==> config.mk <==
export PLATFORM = sky130hd
export DESIGN_NAME = dft_bist_tap
export DESIGN_NICKNAME = d
export VERILOG_FILES = /design/src/rtl/dft_pkg.sv /design/src/rtl/dft_tap_fsm.sv /design/src/rtl/dft_bist_tap.sv
export SDC_FILE = /design/constraint.sdc
export NUM_CORES = 1
export LEC_CHECK = 0
export CORE_MARGIN = 3
export CORE_UTILIZATION = 44
export DETAILED_ROUTE_END_ITERATION = 10
export RECOVER_POWER = 25
export SETUP_SLACK_MARGIN = 0.1
export SLEW_MARGIN = 20
export SYNTH_ARGS = -nofsm -noshare
export SYNTH_HDL_FRONTEND = slang
export SYNTH_SLANG_ARGS = --single-unit
export TNS_END_PERCENT = 100
==> constraint.sdc <==
create_clock -name clk -period 4.1 [get_ports clk]
set_input_delay 0.41 -clock clk [delete_from_list [all_inputs] [get_ports clk]]
set_output_delay 0.41 -clock clk [all_outputs]
set_load 0.01 [all_outputs]
==> src/rtl/dft_pkg.sv <==
// -----------------------------------------------------------------------------
// dft_pkg
// Shared definitions for the JTAG-style test wrapper:
//   - tap_state_t : the 16 IEEE 1149.1 TAP controller states (standard codes)
//   - OP_*        : instruction opcodes (all-ones is BYPASS, undefined -> BYPASS)
//   - dr_sel_t    : which data register sits between tdi and tdo
//   - DEF_*_TAPS  : default LFSR / MISR feedback masks for the s9234_comb CUT
//   - tap_next()  : TAP next-state function
// -----------------------------------------------------------------------------
package dft_pkg;

    typedef enum logic [3:0] {
        EXIT2_DR         = 4'h0,
        EXIT1_DR         = 4'h1,
        SHIFT_DR         = 4'h2,
        PAUSE_DR         = 4'h3,
        SELECT_IR        = 4'h4,
        UPDATE_DR        = 4'h5,
        CAPTURE_DR       = 4'h6,
        SELECT_DR        = 4'h7,
        EXIT2_IR         = 4'h8,
        EXIT1_IR         = 4'h9,
        SHIFT_IR         = 4'hA,
        PAUSE_IR         = 4'hB,
        RUN_TEST_IDLE    = 4'hC,
        UPDATE_IR        = 4'hD,
        CAPTURE_IR       = 4'hE,
        TEST_LOGIC_RESET = 4'hF
    } tap_state_t;

    localparam logic [2:0] OP_INTEST  = 3'b000;
    localparam logic [2:0] OP_SAMPLE  = 3'b001;
    localparam logic [2:0] OP_RUNBIST = 3'b010;
    localparam logic [2:0] OP_READSIG = 3'b011;

    typedef enum logic [1:0] {
        DR_BYPASS,
        DR_BOUNDARY,
        DR_SIGNATURE
    } dr_sel_t;

    localparam logic [35:0] DEF_LFSR_TAPS = 36'h8_0000_0C03;
    localparam logic [38:0] DEF_MISR_TAPS = 39'h40_0000_0011;

    function automatic tap_state_t tap_next(input tap_state_t s, input logic tms);
        tap_state_t n;
        case (s)
            TEST_LOGIC_RESET: n = tms ? TEST_LOGIC_RESET : RUN_TEST_IDLE;
            RUN_TEST_IDLE:    n = tms ? SELECT_DR        : RUN_TEST_IDLE;
            SELECT_DR:        n = tms ? SELECT_IR        : CAPTURE_DR;
            CAPTURE_DR:       n = tms ? EXIT1_DR         : SHIFT_DR;
            SHIFT_DR:         n = tms ? EXIT1_DR         : SHIFT_DR;
            EXIT1_DR:         n = tms ? UPDATE_DR        : PAUSE_DR;
            PAUSE_DR:         n = tms ? EXIT2_DR         : PAUSE_DR;
            EXIT2_DR:         n = tms ? UPDATE_DR        : SHIFT_DR;
            UPDATE_DR:        n = tms ? SELECT_DR        : RUN_TEST_IDLE;
            SELECT_IR:        n = tms ? TEST_LOGIC_RESET : CAPTURE_IR;
            CAPTURE_IR:       n = tms ? EXIT1_IR         : SHIFT_IR;
            SHIFT_IR:         n = tms ? EXIT1_IR         : SHIFT_IR;
            EXIT1_IR:         n = tms ? UPDATE_IR        : PAUSE_IR;
            PAUSE_IR:         n = tms ? EXIT2_IR         : PAUSE_IR;
            EXIT2_IR:         n = tms ? UPDATE_IR        : SHIFT_IR;
            UPDATE_IR:        n = tms ? SELECT_DR        : RUN_TEST_IDLE;
            default:          n = TEST_LOGIC_RESET;
        endcase
        return n;
    endfunction

endpackage

==> src/rtl/dft_tap_fsm.sv <==
// -----------------------------------------------------------------------------
// dft_tap_fsm
// IEEE 1149.1 TAP controller. One transition per rising clk, steered by tms.
// All outputs are registered from the next state, so each strobe is high for
// exactly the cycle the controller sits in the matching state.
// Ports:
//   clk, reset (async, active-low), tms
//   tlr        : in Test-Logic-Reset
//   capture_ir, shift_ir, update_ir : in Capture-IR / Shift-IR / Update-IR
//   capture_dr, shift_dr, update_dr : in Capture-DR / Shift-DR / Update-DR
//   rti_entry  : first cycle in Run-Test/Idle after arriving from another state
// -----------------------------------------------------------------------------
module dft_tap_fsm
    import dft_pkg::*;
(
    input  logic clk,
    input  logic reset,
    input  logic tms,
    output logic tlr,
    output logic capture_ir,
    output logic shift_ir,
    output logic update_ir,
    output logic capture_dr,
    output logic shift_dr,
    output logic update_dr,
    output logic rti_entry
);

    tap_state_t state;
    tap_state_t next_state;

    assign next_state = tap_next(state, tms);

    // NOTE: sequential state uses non-blocking assignments so every register
    // samples pre-edge values regardless of statement order.
    always_ff @(posedge clk or negedge reset) begin
        if (!reset) begin
            state      <= TEST_LOGIC_RESET;
            tlr        <= 1'b1;
            capture_ir <= 1'b0;
            shift_ir   <= 1'b0;
            update_ir  <= 1'b0;
            capture_dr <= 1'b0;
            shift_dr   <= 1'b0;
            update_dr  <= 1'b0;
            rti_entry  <= 1'b0;
        end else begin
            state      <= next_state;
            tlr        <= (next_state == TEST_LOGIC_RESET);
            capture_ir <= (next_state == CAPTURE_IR);
            shift_ir   <= (next_state == SHIFT_IR);
            update_ir  <= (next_state == UPDATE_IR);
            capture_dr <= (next_state == CAPTURE_DR);
            shift_dr   <= (next_state == SHIFT_DR);
            update_dr  <= (next_state == UPDATE_DR);
            // Only an arrival starts BIST; idling in RTI must not retrigger it.
            rti_entry  <= (next_state == RUN_TEST_IDLE) && (state != RUN_TEST_IDLE);
        end
    end

endmodule

==> src/rtl/dft_bist_tap.sv <==
// -----------------------------------------------------------------------------
// dft_bist_tap
// JTAG-style test wrapper between chip pins and a combinational CUT, with an
// LFSR pattern generator / MISR compactor logic BIST engine.
// Ports:
//   clk (also TCK), reset (async, active-low)
//   tdi, tms, tdo            : test access port
//   func_in  [N_IN-1:0]      : functional inputs from pins
//   cut_in   [N_IN-1:0]      : drive to CUT inputs
//   cut_out  [N_OUT-1:0]     : CUT responses
//   func_out [N_OUT-1:0]     : functional outputs to pins
//   bist_busy / bist_done / bist_pass : BIST status (pass valid when done)
// -----------------------------------------------------------------------------
module dft_bist_tap
    import dft_pkg::*;
#(
    parameter int               N_IN        = 36,
    parameter int               N_OUT       = 39,
    parameter int               IR_W        = 3,
    parameter int               BIST_CYCLES = 1024,
    parameter logic [N_IN-1:0]  LFSR_TAPS   = N_IN'(DEF_LFSR_TAPS),
    parameter logic [N_IN-1:0]  SEED        = N_IN'(1),
    parameter logic [N_OUT-1:0] MISR_TAPS   = N_OUT'(DEF_MISR_TAPS),
    parameter logic [N_OUT-1:0] GOLDEN_SIG  = '0
) (
    input  logic             clk,
    input  logic             reset,
    input  logic             tdi,
    input  logic             tms,
    output logic             tdo,
    input  logic [N_IN-1:0]  func_in,
    output logic [N_IN-1:0]  cut_in,
    input  logic [N_OUT-1:0] cut_out,
    output logic [N_OUT-1:0] func_out,
    output logic             bist_busy,
    output logic             bist_done,
    output logic             bist_pass
);

    localparam int BSR_W = N_IN + N_OUT;
    localparam int SIG_W = N_OUT + 2;
    localparam int CNT_W = $clog2(BIST_CYCLES + 1);
    localparam logic [CNT_W-1:0] LAST_COUNT = CNT_W'(BIST_CYCLES - 1);

    // TAP strobes
    logic tlr, capture_ir, shift_ir, update_ir;
    logic capture_dr, shift_dr, update_dr, rti_entry;

    logic [IR_W-1:0]  ir;
    logic [IR_W-1:0]  ir_shift;
    logic             bypass_reg;
    logic [BSR_W-1:0] bsr_shift;
    logic [BSR_W-1:0] bsr_update;
    logic [SIG_W-1:0] sig_shift;

    logic [N_IN-1:0]  lfsr;
    logic [N_OUT-1:0] misr;
    logic [N_OUT-1:0] misr_next;
    logic [CNT_W-1:0] count;
    logic             busy, done, pass;

    logic    is_intest, is_sample, is_runbist, is_readsig;
    dr_sel_t dr_sel;

    dft_tap_fsm u_tap (
        .clk        (clk),
        .reset      (reset),
        .tms        (tms),
        .tlr        (tlr),
        .capture_ir (capture_ir),
        .shift_ir   (shift_ir),
        .update_ir  (update_ir),
        .capture_dr (capture_dr),
        .shift_dr   (shift_dr),
        .update_dr  (update_dr),
        .rti_entry  (rti_entry)
    );

    // Fibonacci LFSR: shift towards MSB, parity of tapped bits enters at LSB.
    function automatic logic [N_IN-1:0] lfsr_step(input logic [N_IN-1:0] v);
        return {v[N_IN-2:0], ^(v & LFSR_TAPS)};
    endfunction

    // MISR uses the same register structure before the response is folded in.
    function automatic logic [N_OUT-1:0] misr_step(input logic [N_OUT-1:0] v);
        return {v[N_OUT-2:0], ^(v & MISR_TAPS)};
    endfunction

    // Undefined opcodes fall through to BYPASS because none of these match.
    assign is_intest  = (ir == IR_W'(OP_INTEST));
    assign is_sample  = (ir == IR_W'(OP_SAMPLE));
    assign is_runbist = (ir == IR_W'(OP_RUNBIST));
    assign is_readsig = (ir == IR_W'(OP_READSIG));

    // NOTE: every combinational output gets a default first so no path can
    // leave it unassigned and infer a latch.
    always_comb begin
        dr_sel = DR_BYPASS;
        if (is_intest || is_sample) dr_sel = DR_BOUNDARY;
        else if (is_readsig)        dr_sel = DR_SIGNATURE;
    end

    // Instruction register
    always_ff @(posedge clk or negedge reset) begin
        if (!reset) begin
            ir       <= '1;
            ir_shift <= '0;
        end else begin
            if (tlr)            ir <= '1;
            else if (update_ir) ir <= ir_shift;

            if (capture_ir)    ir_shift <= IR_W'(2'b01);
            else if (shift_ir) ir_shift <= {tdi, ir_shift[IR_W-1:1]};
        end
    end

    // Data registers: only the register selected by the IR captures/shifts.
    always_ff @(posedge clk or negedge reset) begin
        if (!reset) begin
            bypass_reg <= 1'b0;
            bsr_shift  <= '0;
            bsr_update <= '0;
            sig_shift  <= '0;
        end else begin
            if (capture_dr) begin
                case (dr_sel)
                    DR_BOUNDARY:  bsr_shift  <= {cut_out, func_in};
                    DR_SIGNATURE: sig_shift  <= {pass, done, misr};
                    default:      bypass_reg <= 1'b0;
                endcase
            end else if (shift_dr) begin
                case (dr_sel)
                    DR_BOUNDARY:  bsr_shift  <= {tdi, bsr_shift[BSR_W-1:1]};
                    DR_SIGNATURE: sig_shift  <= {tdi, sig_shift[SIG_W-1:1]};
                    default:      bypass_reg <= tdi;
                endcase
            end

            if (update_dr && dr_sel == DR_BOUNDARY) bsr_update <= bsr_shift;
        end
    end

    always_comb begin
        tdo = 1'b0;
        if (shift_ir) begin
            tdo = ir_shift[0];
        end else if (shift_dr) begin
            case (dr_sel)
                DR_BOUNDARY:  tdo = bsr_shift[0];
                DR_SIGNATURE: tdo = sig_shift[0];
                default:      tdo = bypass_reg;
            endcase
        end
    end

    // BIST engine. The CUT is combinational, so cut_out already reflects the
    // pattern on cut_in this cycle and is folded in on the same edge.
    assign misr_next = misr_step(misr) ^ cut_out;

    always_ff @(posedge clk or negedge reset) begin
        if (!reset) begin
            lfsr  <= SEED;
            misr  <= '0;
            count <= '0;
            busy  <= 1'b0;
            done  <= 1'b0;
            pass  <= 1'b0;
        end else if (busy && tlr) begin
            // Abort: status cleared, signature left for inspection.
            busy <= 1'b0;
            done <= 1'b0;
            pass <= 1'b0;
        end else if (busy) begin
            misr  <= misr_next;
            lfsr  <= lfsr_step(lfsr);
            count <= count + CNT_W'(1);
            if (count == LAST_COUNT) begin
                busy <= 1'b0;
                done <= 1'b1;
                pass <= (misr_next == GOLDEN_SIG);
            end
        end else if (rti_entry && is_runbist) begin
            lfsr  <= SEED;
            misr  <= '0;
            count <= '0;
            busy  <= 1'b1;
            done  <= 1'b0;
            pass  <= 1'b0;
        end
    end

    // An all-zero LFSR would lock up and apply a constant pattern.
    a_lfsr_nonzero: assert property (@(posedge clk) disable iff (!reset) lfsr != '0);

    assign cut_in    = busy ? lfsr : (is_intest ? bsr_update[N_IN-1:0] : func_in);
    assign func_out  = is_intest ? bsr_update[N_IN +: N_OUT] : cut_out;
    assign bist_busy = busy;
    assign bist_done = done;
    assign bist_pass = pass;

endmodule

==> results of run 1 <==
[cell type report]
class                           count  area share
Clock inverter                      7     0.00643
Tap cell                          402      0.0294
Multi-Input combinational cell    933       0.360
Inverter                           10     0.00219
Sequential cell                   299       0.438
Timing Repair Buffer              172       0.101
Clock buffer                       53      0.0628
[power breakdown]
part           switching (mW)  internal [mW]
logic                    1.79           1.78
clock network            1.18           1.99
registers               0.691           3.88
[logic make-up after synthesis]
logic type,count (synthesis),share of synthesized area
flip-flops,299,0.529
buffers and inverters,102,0.0374
XOR/XNOR,47,0.0291
adder cells (fa/ha/maj),1,0.000884
multiplexers,268,0.200
AO/OA/AOI/OAI,228,0.0829
AND/OR/NAND/NOR,389,0.121
[cells in the final DEF, fill, tap and decap left out, types with 3 or more instances in the layout]
| cell | synthesis | layout |
|---|---|---|
| o21ai_0 | 84 | 84 |
| dfstp_2 | 9 | 7 |
| nand4_1 | 14 | 14 |
| xnor2_1 | 44 | 44 |
| inv_1 | 10 | 10 |
| nor2b_1 | 3 | 3 |
| o21ai_1 | 7 | 7 |
| nor3_4 | 2 | 3 |
| mux2_2 | 115 | 115 |
| nor3_1 | 4 | 4 |
| clkdlybuf4s50_1 | 0 | 156 |
| dfrtp_1 | 290 | 288 |
| o211ai_1 | 3 | 3 |
| nor4_1 | 3 | 3 |
| bufinv_16 | 0 | 3 |
| clkbuf_1 | 27 | 8 |
| mux2i_1 | 153 | 153 |
| xor2_1 | 3 | 3 |
| clkbuf_16 | 0 | 37 |
| clkinv_2 | 0 | 4 |
| buf_4 | 4 | 10 |
| nand3_1 | 80 | 80 |
| buf_12 | 0 | 3 |
| nor2_1 | 136 | 136 |
| clkbuf_8 | 0 | 9 |
| nand2_1 | 132 | 131 |
| a21oi_1 | 124 | 124 |
[layer usage]
layer / vias up / global-route usage
met5: - / 0
met4: 0 / 0.0411
met3: 34 / 0.0277
met2: 151 / 0.282
met1: 4897 / 0.275
li1: 4884 / -
[final timing paths]
| kind | startpoint | endpoint | slack (ns) | cells past startpoint |
|---|---|---|---|---|
| worst max-delay path | ir[0]$_DFFE_PN1P_ | cut_in[35] | 1.0 | 5 |
| worst min-delay path | u_tap.capture_ir$_DFF_PN0_ | ir_shift[1]$_DFFE_PN0P_ | 0.46 | 1 |
| worst max register to register | ir[0]$_DFFE_PN1P_ | lfsr[4]$_DFFE_PN0P_ | 1.72 | 5 |
| worst min register to register | u_tap.capture_ir$_DFF_PN0_ | ir_shift[1]$_DFFE_PN0P_ | 0.46 | 1 |
| max in group asynchronous | reset | u_tap.capture_dr$_DFF_PN0_ | 1.24 | 1 |
| min in group asynchronous | reset | bsr_update[22]$_DFFE_PN0P_ | 0.82 | 1 |
[critical path, cell delays in order, from the launching register on]
cell and delay (ns):
dfstp_1 0.44, nor3_4 0.21, buf_4 0.60, mux2i_1 0.15
o21ai_0 0.21, clkdlybuf4s50_1 0.57
==> results.tsv, run 1 <==
stage	metric	value	unit
synth	Warnings, synthesis	0	
synth	Yosys cell types	44	
cts	Setup Fix Bufs, Post-CTS	0	
placement	DP Wirelength	19.3	mm
timing	RSZ-0062 raised after global routing	no	
synth	Synth Flop Type	dfrtp_1	
synth	Post-synth EDFFs	0	
synth	Post-synth ARST share	1.00	
final_layout	antenna cells	0	
synth	top post-synthesis cells by area	dfrtp_1, mux2i_1, mux2_2, a21oi_1, nor2_1	
cts	root buf cell	clkbuf_16	
die	die area	0.0344	mm^2
synth	Net Count, Synth	1414	
routing	max layer used	met4	
critical_path	crit path DAT	2.69	ns
timing	setup violators final	0	
placement	DP Area	0.0159	mm^2
global_routing	initial antenna violation count	0	
final_layout	sequential standard cell area	0.00750	mm^2
cts	CTS resizes	0	
worst_hold_path	Min-Delay Path Class	reg2reg	
cts	H-tree depth	2	
final_layout	area of the multi-input gates	0.00617	mm^2
critical_path	type of destination of the critical path	primary output	
timing	setup TNS	0	ns
routing	Pre-antenna DRT Iters	7	
routing	met2 WL	13.6	mm
placement	routability cong.	0.776	
pwr	peak supply drop	0.430	mV
outcome	failing checks	capacitance limit, slew limit	
routing	residual DRC count	0	
pwr	pwr/cell area	660	mW/mm^2
timing	clock skew	0.0113	ns
synth	most frequent cells after synthesis	dfrtp_1, mux2i_1, nor2_1	
routing	Avg WL per Cell	16.5	um
routing	total wire length	31.0	mm
routing	via count	9966	
flow_run	Max Cap Violations	1	
final_layout	Area growth, synth to finish	21.0	%
final_layout	Top Registers	bsr_shift: 75 flops, bsr_update: 75 flops, sig_shift: 41 flops	
global_routing	gr ovfl total	0	
die	IO Pins	158	
cts	Clk pin slew, worst setup/hold paths	0.06	ns
cts	CTS tree	built	
critical_path	CP Max Fanout	48	
critical_path	Required @ worst endpoint	3.69	ns
timing	Hold Slack	0.463	ns
routing	Antenna Nets Post-Route	0	
placement	dpl cells	1815	
cts	Num CTS Buffers	34	
timing	fmax	322	MHz
final_layout	Final Util	0.541	
die	cell row count	65	
critical_path	CP startpoint kind	register	
final_layout	non-filler cells, final	1876	
die	Die Ht	185	um
synth	count leader, synth	dfrtp_1	
synth	number of synthesized register bits	299	
pwr	static leakage	6.52	nW
cts	clk sinks	299	
timing	final critical path time including I/O delays and setup	3.10	ns
global_routing	vias in the first global route	9868	
final_layout	fillers	2827	
timing	Slew headroom	-0.893	
outcome	outcome	finished, violations left	
final_layout	final instance area	0.0171	mm^2
critical_path	Setup CP Type	reg2out	
synth	Netlist Area Pre-Place	0.0142	mm^2
placement	dpl ws	1.51	ns
cts	Clk Latency, worst-skew pair	0.50	ns
timing	final-report hold violation count	0	
synth	cell taking the most area after synthesis	dfrtp_1	
synth	Yosys top cell area share	0.513	
timing	final worst setup slack	0.996	ns
global_routing	global-route usage over all layers	0.183	
routing	M1 WL	15.7	mm
die	Initial Util	0.447	
global_routing	largest net degree at the start of global routing	120	
die	Core Area	0.0316	mm^2
global_routing	first-pass GRT wire length	51.9	mm
timing	Max Slew Vio Count	108	
pwr	Total Power	11.3	mW
timing	fin crit share	0.757	
synth	Mapped Avg Cell Area	10.6	um^2
synth	Seq/Total Area, Yosys	0.529	
final_layout	Post-layout nets	1530	
routing	number of vias per cell	5.31	
cts	Post-CTS Hold Buffers	0	
routing	DRT iter0 DRCs	566	
placement	PortBufs	157	
synth	synthesized instance count	1334	
timing	Slew @ Worst Pin	2.84	ns
routing	met3 WL	1.10	mm
final_layout	fraction of final layout cells with drive strength greater than 1	0.136	
die	die width	185	um
cts	clk buf depth	3	
Note: power is estimated with default switching activity, not from simulation.
==> run 2, diff against run 1 <==
Clock period 4.1 ns to 3.2 ns, I/O delays scaled along.
==> run 2 against run 1 <==
Against the previous run:
- the flow still finishes with violations (capacitance limit, slew limit)
- first-iteration DRC count is 7.6% lower
- cell count is 0.32% higher
- register-to-register slack worse by 0.76 ns
- sequential cell count stayed put
- core utilization is 0.059 points lower
- clock skew hardly changed
- routed wire length is 2.5% higher
- non-clock buffer count is 6 higher
- critical endpoint is now cut_in[0]
- largest power group unchanged
- highest routed layer unchanged
==> results.tsv, run 2 (same netlist as run 1, synthesis figures left out) <==
stage	metric	value	unit	change
critical_path	CP Max Fanout	49		+2.1%
pwr	pwr/cell area	837	mW/mm^2	+27%
global_routing	layer with the highest usage	met2		
pwr	clock network power share	0.268		-0.012
timing	fmax	342	MHz	
global_routing	M2 GR Usage	0.289		+0.00735
outcome	failing checks	capacitance limit, slew limit		
cts	root buf cell	clkbuf_16		
final_layout	commonest non-fill, non-tap cell in the layout	dfrtp_1		
placement	routability cong.	0.746		-3.8%
worst_hold_path	Worst Hold Launch	u_tap.capture_ir$_DFF_PN0_		
cts	Num CTS Buffers	34		unchanged
die	Core Area	0.0316	mm^2	unchanged
global_routing	gr ovfl total	0		unchanged
final_layout	Post-layout nets	1536		+0.39%
global_routing	largest net degree at the start of global routing	119		-0.83%
routing	via count	10000		+0.66%
worst_hold_path	hold path depth	1		unchanged
global_routing	initial antenna violation count	0		unchanged
worst_hold_path	Min-Delay Path Class	reg2reg		
final_layout	antenna cells	0		unchanged
global_routing	grt met1 use	0.282		+0.00743
pwr	switch share	0.329		+0.00523
die	die width	185	um	unchanged
critical_path	type of destination of the critical path	primary output		
critical_path	worst r2r path cells	4		-1
routing	DRT iter0 DRCs	523		-7.6%
timing	final critical path time including I/O delays and setup	2.92	ns	
final_layout	Final Util	0.541		-0.000593
critical_path	Worst R2R End	count[9]$_DFFE_PN0P_		
final_layout	most frequent cells in the layout	dfrtp_1, clkdlybuf4s50_1, mux2i_1		
timing	Slew @ Worst Pin	1.99	ns	-0.849 ns
routing	Avg WL per Cell	16.9	um	+2.2%
timing	Hold Slack	0.454	ns	-0.00897 ns
cts	clk sinks	299		unchanged
die	IO Pins	158		unchanged
timing	setup violators final	0		unchanged
global_routing	vias in the first global route	10100		+2.2%
pwr	peak supply drop	0.357	mV	-17%
outcome	outcome	finished, violations left		
timing	clock skew	0.0114	ns	+0.0000418 ns
critical_path	Setup CP Type	reg2out		
routing	total wire length	31.7	mm	+2.5%
routing	residual DRC count	0		unchanged
die	Die Ht	185	um	unchanged
final_layout	Top Registers	bsr_shift: 75 flops, bsr_update: 75 flops, sig_shift: 41 flops		
global_routing	global-route usage over all layers	0.188		+0.00544
routing	number of vias per cell	5.33		+0.34%
die	cell row count	65		unchanged
critical_path	flop-to-flop setup slack	0.96	ns	-0.76 ns
critical_path	crit path DAT	2.60	ns	-0.09 ns
cts	H-tree depth	2		unchanged
cts	CTS tree	built		
routing	Pre-antenna DRT Iters	5		-2
global_routing	first-pass GRT wire length	53.0	mm	+2.0%
flow_run	Max Cap Violations	1		unchanged
timing	setup TNS	0	ns	unchanged
pwr	static leakage	6.51	nW	-0.12%
final_layout	Area growth, synth to finish	20.9	%	
die	Initial Util	0.447		unchanged
timing	Max Slew Vio Count	71		-34%
timing	fin crit share	0.914		
pwr	Pint	9.60	mW	+26%
placement	dpl ws	0.795	ns	-0.718 ns
timing	RSZ-0062 raised after global routing	no		
cts	clk buf depth	3		unchanged
timing	final worst setup slack	0.277	ns	-0.719 ns
final_layout	final instance area	0.0171	mm^2	-0.11%
global_routing	GR Layer Usage met3	0.0299		+0.00216
pwr	Gate power share	0.318		+0.002
worst_hold_path	end of the worst hold path	ir_shift[1]$_DFFE_PN0P_		
critical_path	Required @ worst endpoint	2.88	ns	-0.81 ns
cts	Clk pin slew, worst setup/hold paths	0.06	ns	about the same
placement	DP Wirelength	20.5	mm	+6.3%
timing	final-report hold violation count	0		unchanged
timing	Slew headroom	-0.326		+0.566
placement	DP Area	0.0160	mm^2	+0.52%
cts	Clk Latency, worst-skew pair	0.50	ns	about the same
pwr	Switching Power	4.71	mW	+29%
critical_path	origin of the critical flop-to-flop path	bist_busy$_DFF_PN0_		
routing	Antenna Nets Post-Route	0		unchanged
cts	CTS resizes	0		unchanged
final_layout	fraction of final layout cells with drive strength greater than 1	0.138		+0.00215
placement	PortBufs	157		unchanged
critical_path	CP startpoint kind	register		
die	die area	0.0344	mm^2	unchanged
pwr	share of power burned in registers	0.414		+0.010
run 2: repair_timing:
| action | in CTS | in global routing |
|---|---|---|
| hold buffers | 1 | 0 |
| hold endpoints to repair | 63 | 0 |
| buffers inserted | 0 | 0 |
run 2: cell type report:
| type | instances | area [um^2] |
|---|---|---|
| sequential | 299 | 7500 |
| timing repair buffer | 178 | 1800 |
| tap | 402 | 503 |
| fill | 2876 | 14500 |
| clock inverter | 7 | 66.3 |
| multi-input combinational | 933 | 6160 |
| inverter | 10 | 37.5 |
| clock buffer | 53 | 1040 |
run 2: how the worst max path moves through the flow:
| stage | start | endpoint | slack, ns | cells after the start |
|---|---|---|---|---|
| 2_1_floorplan | ir[1]$_DFFE_PN1P_ | cut_in[10] | 1.42 | 6 |
| 3_3_place_gp | ir[1]$_DFFE_PN1P_ | cut_in[0] | 0.83 | 5 |
| 3_5_place_dp | ir[1]$_DFFE_PN1P_ | cut_in[0] | 0.79 | 5 |
| 4_1_cts | ir[1]$_DFFE_PN1P_ | cut_in[0] | 0.27 | 5 |
| 5_1_grt | ir[0]$_DFFE_PN1P_ | cut_in[0] | 0.14 | 5 |
| 6_report | ir[0]$_DFFE_PN1P_ | cut_in[0] | 0.28 | 5 |
run 2: power by group through the flow:
stage               sequential, mW  combinational [mW]  clock [mW]
global route                  6.11                5.11        4.10
detailed placement            5.99                4.60           0
finish                        5.93                4.55        3.83
CTS                           5.94                4.62        3.94
global placement              5.95                4.50           0
floorplan                     5.58                3.30           0
run 2: critical path, stage by stage (launching register included):
cell and delay, ns:
dfstp_1 0.45, nor3_4 0.27, buf_12 0.35, mux2i_1 0.12, o21ai_0 0.30, clkdlybuf4s50_1 0.61
run 2: metrics by stage:
stage	power, mW	cells
finish	14.3	1882
detailed placement	10.6	1821
floorplan	8.88	1334
global placement	10.4	1821
CTS	14.5	1882
global route	15.3	1882
run 2: layer usage:
| metal | share of wire | wire length [um] |
|---|---|---|
| met1 | 0.50 | 15700 |
| met2 | 0.44 | 14100 |
| met3 | 0.042 | 1320 |
| met4 | 0.019 | 611 |
| met5 | 0 | 0 |
==> run 3, diff against run 2 <==
Settings changed: GPL_TIMING_DRIVEN set to 1, SLEW_MARGIN 20 to not set.
==> results of run 3 <==
Final layout, timing and power as in run 2 (identical DEF).
